**src/rtl/ecc_sed_decoder_if.sv**
```systemverilog
// Handshake bundle for the SED parity decoder.
//   enc_*  : upstream codeword stream (13-bit even-parity codeword in)
//   dec_*  : downstream payload stream (12-bit data + per-word error flag out)
// Modports:
//   slave  : decoder view (consumes enc_*, produces dec_*)
//   master : environment view (produces enc_*, consumes dec_*)
interface ecc_sed_decoder_if;
  logic        enc_valid;
  logic        enc_ready;
  logic [12:0] enc_codeword;
  logic        dec_valid;
  logic        dec_ready;
  logic [11:0] dec_data;
  logic        dec_error;

  modport slave (
    input  enc_valid, enc_codeword, dec_ready,
    output enc_ready, dec_valid, dec_data, dec_error
  );

  modport master (
    output enc_valid, enc_codeword, dec_ready,
    input  enc_ready, dec_valid, dec_data, dec_error
  );
endinterface

```
**src/rtl/ecc_sed_decoder.sv**
```systemverilog
// Single-error-detect (even parity) decoder with a two-entry output buffer.
// Checks each accepted 13-bit codeword, passes the 12-bit payload through
// unmodified with a per-word error flag, and keeps sticky/saturating status.
// Ports:
//   clk, rst    : clock, synchronous active-high reset
//   bus         : enc_* input stream and dec_* output stream (slave modport)
//   err_clear   : one-cycle pulse clearing err_sticky and err_count
//   err_sticky  : set by any accepted word with a parity error
//   err_count   : accepted words with a parity error, saturating
//   word_count  : total accepted words, saturating
//
// state | meaning
// EMPTY | nothing buffered
// ONE   | OUT holds a valid word
// TWO   | OUT and SKID both valid; upstream stalled
module ecc_sed_decoder #(
  parameter int CNT_WIDTH = 16
) (
  input  logic                 clk,
  input  logic                 rst,
  ecc_sed_decoder_if.slave     bus,
  input  logic                 err_clear,
  output logic                 err_sticky,
  output logic [CNT_WIDTH-1:0] err_count,
  output logic [CNT_WIDTH-1:0] word_count
);

  typedef enum logic [1:0] {
    EMPTY = 2'd0,
    ONE   = 2'd1,
    TWO   = 2'd2
  } state_t;

  localparam logic [CNT_WIDTH-1:0] CNT_ONE = CNT_WIDTH'(1);

  state_t      state, state_nxt;
  logic [11:0] out_data, skid_data;
  logic        out_err, skid_err;
  logic        acc, drn, syndrome;
  logic        ld_out_in, ld_out_skid, ld_skid;

  assign syndrome      = ^bus.enc_codeword;
  assign bus.enc_ready = (state != TWO) && !rst;
  assign bus.dec_valid = (state != EMPTY);
  assign bus.dec_data  = out_data;
  assign bus.dec_error = out_err;
  assign acc = bus.enc_valid && bus.enc_ready;
  assign drn = bus.dec_valid && bus.dec_ready;

  always_ff @(posedge clk) begin
    if (rst) state <= EMPTY;
    else     state <= state_nxt;
  end

  always_comb begin
    state_nxt   = state;
    ld_out_in   = 1'b0;
    ld_out_skid = 1'b0;
    ld_skid     = 1'b0;
    case (state)
      EMPTY: begin
        if (acc) begin
          state_nxt = ONE;
          ld_out_in = 1'b1;
        end
      end
      ONE: begin
        if (acc && !drn) begin
          state_nxt = TWO;
          ld_skid   = 1'b1;
        end else if (acc && drn) begin
          ld_out_in = 1'b1;
        end else if (drn) begin
          state_nxt = EMPTY;
        end
      end
      TWO: begin
        if (drn) begin
          state_nxt   = ONE;
          ld_out_skid = 1'b1;
        end
      end
      default: state_nxt = EMPTY;
    endcase
  end

  always_ff @(posedge clk) begin
    if (rst) begin
      out_data  <= '0;
      out_err   <= 1'b0;
      skid_data <= '0;
      skid_err  <= 1'b0;
    end else begin
      if (ld_out_in) begin
        out_data <= bus.enc_codeword[11:0];
        out_err  <= syndrome;
      end else if (ld_out_skid) begin
        out_data <= skid_data;
        out_err  <= skid_err;
      end
      if (ld_skid) begin
        skid_data <= bus.enc_codeword[11:0];
        skid_err  <= syndrome;
      end
    end
  end

  // A new error on the same edge as err_clear wins: count restarts at 1.
  always_ff @(posedge clk) begin
    if (rst) begin
      word_count <= '0;
      err_count  <= '0;
      err_sticky <= 1'b0;
    end else begin
      if (acc && !(&word_count)) word_count <= word_count + CNT_ONE;
      if (acc && syndrome) begin
        err_sticky <= 1'b1;
        if (err_clear)          err_count <= CNT_ONE;
        else if (!(&err_count)) err_count <= err_count + CNT_ONE;
      end else if (err_clear) begin
        err_sticky <= 1'b0;
        err_count  <= '0;
      end
    end
  end

endmodule

```
**src/flat_wrapper.sv**
```systemverilog
// flat-port wrapper written by rule: the top's interface ports become plain ports
module ecc_sed_decoder_flat 
#(
  parameter int CNT_WIDTH = 16
)
  (clk, rst, err_clear, err_sticky, err_count, word_count, bus_enc_valid, bus_enc_codeword, bus_dec_ready, bus_enc_ready, bus_dec_valid, bus_dec_data, bus_dec_error);
  ecc_sed_decoder_if bus_i ();
  input  logic clk;
  input  logic rst;
  input  logic err_clear;
  output logic err_sticky;
  output logic [CNT_WIDTH-1:0] err_count;
  output logic [CNT_WIDTH-1:0] word_count;
  input wire logic [$bits(bus_i.enc_valid)-1:0] bus_enc_valid;
  input wire logic [$bits(bus_i.enc_codeword)-1:0] bus_enc_codeword;
  input wire logic [$bits(bus_i.dec_ready)-1:0] bus_dec_ready;
  output wire logic [$bits(bus_i.enc_ready)-1:0] bus_enc_ready;
  output wire logic [$bits(bus_i.dec_valid)-1:0] bus_dec_valid;
  output wire logic [$bits(bus_i.dec_data)-1:0] bus_dec_data;
  output wire logic [$bits(bus_i.dec_error)-1:0] bus_dec_error;
  assign bus_i.enc_valid = bus_enc_valid;
  assign bus_i.enc_codeword = bus_enc_codeword;
  assign bus_i.dec_ready = bus_dec_ready;
  assign bus_enc_ready = bus_i.enc_ready;
  assign bus_dec_valid = bus_i.dec_valid;
  assign bus_dec_data = bus_i.dec_data;
  assign bus_dec_error = bus_i.dec_error;
  ecc_sed_decoder #(.CNT_WIDTH(CNT_WIDTH)) u_core (.clk(clk), .rst(rst), .bus(bus_i), .err_clear(err_clear), .err_sticky(err_sticky), .err_count(err_count), .word_count(word_count));
endmodule
```
**config.mk**
```make
export PLATFORM = sky130hd
export DESIGN_NAME = ecc_sed_decoder_flat
export DESIGN_NICKNAME = d
export VERILOG_FILES = /design/src/rtl/ecc_sed_decoder_if.sv /design/src/rtl/ecc_sed_decoder.sv /design/src/flat_wrapper.sv
export SDC_FILE = /design/constraint.sdc
export NUM_CORES = 1
export LEC_CHECK = 0
export BUFFER_PORTS_ARGS = -buffer_cell sky130_fd_sc_hd__buf_2
export CAP_MARGIN = 20
export CORE_ASPECT_RATIO = 0.9
export CORE_MARGIN = 5
export CORE_UTILIZATION = 47
export CTS_BUF_LIST = sky130_fd_sc_hd__clkbuf_8
export DETAILED_ROUTE_END_ITERATION = 10
export PLACE_DENSITY = 0.71
export SKIP_LAST_GASP = 1
export SLEW_MARGIN = 20
export SYNTH_ARGS = -nofsm -noshare
export SYNTH_HDL_FRONTEND = slang
export SYNTH_SLANG_ARGS = --single-unit
```
**constraint.sdc**
```tcl
create_clock -name clk -period 3.8 [get_ports clk]
set_input_delay 0.57 -clock clk [delete_from_list [all_inputs] [get_ports clk]]
set_output_delay 0.57 -clock clk [all_outputs]
set_load 0.005 [all_outputs]
```
==> metrics list <==
- Master of the slowest instance on the critical path: nor3_1
- After global routing the overflow that remains totals 0.
* Share of the synthesized area in the top cell type: 40.7%
- Sequential cells were found to cover 40.7% of the synthesized design area.
* Synth warn: 0
- Max_slew headroom: 40.4%
- In this run the mean area of a mapped cell was 8.31 sq um.
- Data on the critical path is required at its endpoint by 4.03 ns.
* Die W: 94.2 um
* RD Place Congestion: 0.840
- H-tree lvl count: 3
* Global routing usage on met2: 30.2%
- For the worst setup path, the data arrival time is 2.59 ns.
- Cell Area, Synth: 0.00300 sq mm
- RSZ-0062 raised after global routing: no
- Counting flops and latches in the post-synthesis netlist gives 61.
- Slowest Stage Delay on Critical Path: 0.74 ns
- Entering global routing, the biggest net connects 40 pins.
* Count of inserted antenna diode cells: 0
- Highest achievable clock rate: 0.422 GHz
* Dominant cell by count in the synthesized netlist: dfxtp_1
- Ranked by total cell area, the synthesized netlist is headed by dfxtp_1 41%, nand2_1 6.5%, nor2_1 4.5%.
* Outcome: completed
* Max Transition Viols Final: 0
- STA classifies the critical path startpoint as a register.
- Counting flops with a built-in enable in the synthesized netlist gives 0.
* Wire length per cell: 14.2 um
- Across every metal layer, demand over resource in global routing totals 18.5%.
- The count of buffers added on input and output ports is 65.
* Switching Power: 0.370 mW
- Syn Nets: 381
* Buffer type at the clock tree root: clkbuf_8
- Busiest metal layer after global routing: met2
* Post-CTS Hold Buffers: 0
* Clock skew: 0.00388 ns
- For the pin with the worst max-slew slack, the measured transition is 0.888 ns.
- STA classifies the critical path endpoint as a register.
- Of the available clock period, the critical path in the final layout requires 62.3%.
- Detailed placement ended at an HPWL of 5.12 mm.
- For this configuration, the core starts out at a cell density of 48.6%.
- List of most frequent post-synthesis cells: 61 x dfxtp_1, 52 x nand2_1, 36 x nor2_1
- For the final routed database, the setup TNS stands at 0 ns.
* Total I/O pin count: 66
- The number of global-route vias before repair was 2614.
- For this design the ratio of total power to cell area is 393 mW/mm^2.
- Detailed-route vias per instance: 5.56
- Buffers inserted during post-CTS setup optimization: 0
- Together, buffers and inverters on the worst path number 1.
- Critical path's top delay family: simple AND/OR/NAND/NOR gates
- The filler cells instantiated in the layout total 604.
- For met1 alone, demand over resource in global routing was 23.0%.
- Clock latency on the worst-skew pair: 0.33 ns
- Worst Hold Class: reg -> reg
- First-pass detailed-route iteration total: 4
- In this run, distinct cell masters in the synthesized netlist total 43.
* Overall die area: 0.00809 sq mm
- Proportion of layout cells with a drive suffix above 1: 21.4%
* CTS Sinks: 61
- Combinational logic burns 14.8% of the power.
* Total Power Consumption: 1.41 mW
* Most frequently used flop master after synthesis: dfxtp_1
* Crit-path cells: ha_1 -> and3_1 -> nand3_1 -> nor3_1 -> buf_4 -> nor4_1 -> o21a_1
- In this run switching power makes up 26.2% of total power.
- Once layout is complete, the utilization of the core stands at 58.1%.
- Clock buffers created by TritonCTS: 9
* Max-capacitance violation count: 0
- Setup violations remaining at the end of the flow were counted as 0.
- Clock period minus worst slack: 2.37 ns
* Wire length after detailed routing: 7.27 mm
- After the first detailed-routing iteration, the DRC count stood at 185.
- Vias after detailed routing: 2847
- Highest net fanout along the worst path: 12
- Gate Count Post-Synth: 361
* Hold Fails Final Rpt: 0
- The setup path with the least slack is of type reg -> reg.
- Maximum clock insertion buffer count: 2
* Smallest hold slack: 0.462 ns
- Clock transition at the registers of the reported paths: 0.06 ns
* Clock group share of total power: 37.4%
* Area growth syn-to-layout: 19.6%
* Number of nets in the final layout: 442
- Internal power: 1.04 mW
* ANT nets after route: 0
* Initial antenna violation count: 0
- # DRC: 0
* Count of standard-cell rows: 27
- Final Instance Area: 0.00359 sq mm
* First-pass GRT wire length: 12.0 mm
- From bottom edge to top edge, the die measures 85.8 um.
- Worst supply voltage drop on vdd: 202 uV
* Post-place instance area: 0.00341 sq mm
- Post-CTS sizing: 0
* Cell type with the highest aggregate area in the netlist: dfxtp_1
- Global Route met3 Usage: 6.49%
- Of all flip-flops after synthesis, the portion carrying an async set or reset was 0%.
* TritonCTS clock tree: done
* Core area: 0.00618 sq mm
- Static power due to leakage: 1.43 nW
* Fraction of power consumed by sequential logic: 47.8%
-- logic make-up (layout without fill, tap and decap cells) --
logic type / after synthesis / count (layout) / synth area share (%)
simple gates: 179 / 179 / 30.5
compound gates: 63 / 63 / 14.1
flops: 61 / 61 / 40.7
buf+inv: 27 / 91 / 3.75
xor+xnor: 22 / 22 / 7.79
mux: 7 / 7 / 2.33
fa+ha+maj: 2 / 2 / 0.834
-- area by class of cell --
type | count | area (sq um) | area share [%]
clock buffer | 13 | 179 | 4.98
clock inverter | 1 | 5.00 | 0.139
inverter | 5 | 18.8 | 0.523
multi-input combinational | 273 | 1680 | 46.8
sequential | 61 | 1220 | 34.0
tap | 87 | 109 | 3.03
timing repair buffer | 72 | 378 | 10.5
-- through the flow --
step,setup slack (ns),instances
6_report,1.43,512
4_1_cts,1.49,512
2_1_floorplan,1.67,361
3_3_place_gp,1.23,498
3_5_place_dp,1.18,498
5_1_grt,1.26,512
-- routing by layer --
layer	wire (um)	share of wire, %	vias to the layer above
li1	-	-	1431
met5	0	0	-
met3	401	5.5	6
met2	3480	48	64
met1	3330	46	1346
met4	61	0.84	0
-- flip-flops by register name, summed over array words and instances, names as in the netlist --
name / count
u_core.skid_data: 12
u_core.skid_err: 1
u_core.state: 2
u_core.err_count: 16
u_core.bus.dec_error: 1
u_core.err_sticky: 1
u_core.word_count: 16
u_core.bus.dec_data: 12
-- power groups by stage --
stage	registers [mW]	clock network [mW]	logic [mW]
final	0.675	0.528	0.208
after global routing	0.677	0.575	0.229
after floorplan	0.688	0	0.150
after detailed placement	0.689	0	0.209
after global placement	0.688	0	0.205
after CTS	0.675	0.546	0.210
-- cell usage in the layout (no fill, tap or decap), types with 4 or more instances in the layout --
cell type   n
a21oi_1    13
a311oi_1   13
and2_1      5
and3_1     10
buf_2      65
buf_4       7
clkbuf_8   13
dfxtp_1    61
inv_1       5
mux2i_1     7
nand2_1    52
nand3_1    24
nand4_1    13
nor2_1     36
nor4_1      4
o21ai_0    16
o31ai_1     9
or3_1       6
or4_1       9
xnor2_1     5
xor2_1     13
-- worst register-to-register path, cell delays in order, from the launching register on --
cell	delay, ns
dfxtp_1	0.40
ha_1	0.19
and3_1	0.25
nand3_1	0.15
nor3_1	0.74
buf_4	0.31
nor4_1	0.07
o21a_1	0.17
-- worst paths after layout --
| path | startpoint | endpoint | slack, ns | cells after the start |
|---|---|---|---|---|
| min | u_core.skid_data[11] | u_core.skid_data[11] | 0.46 | 2 |
| min reg2reg | u_core.skid_data[11] | u_core.skid_data[11] | 0.46 | 2 |
| max reg2reg | u_core.err_count[0] | u_core.err_count[9] | 1.43 | 7 |
| max | u_core.err_count[0] | u_core.err_count[9] | 1.43 | 7 |
Note: power is estimated with default switching activity, not from simulation.
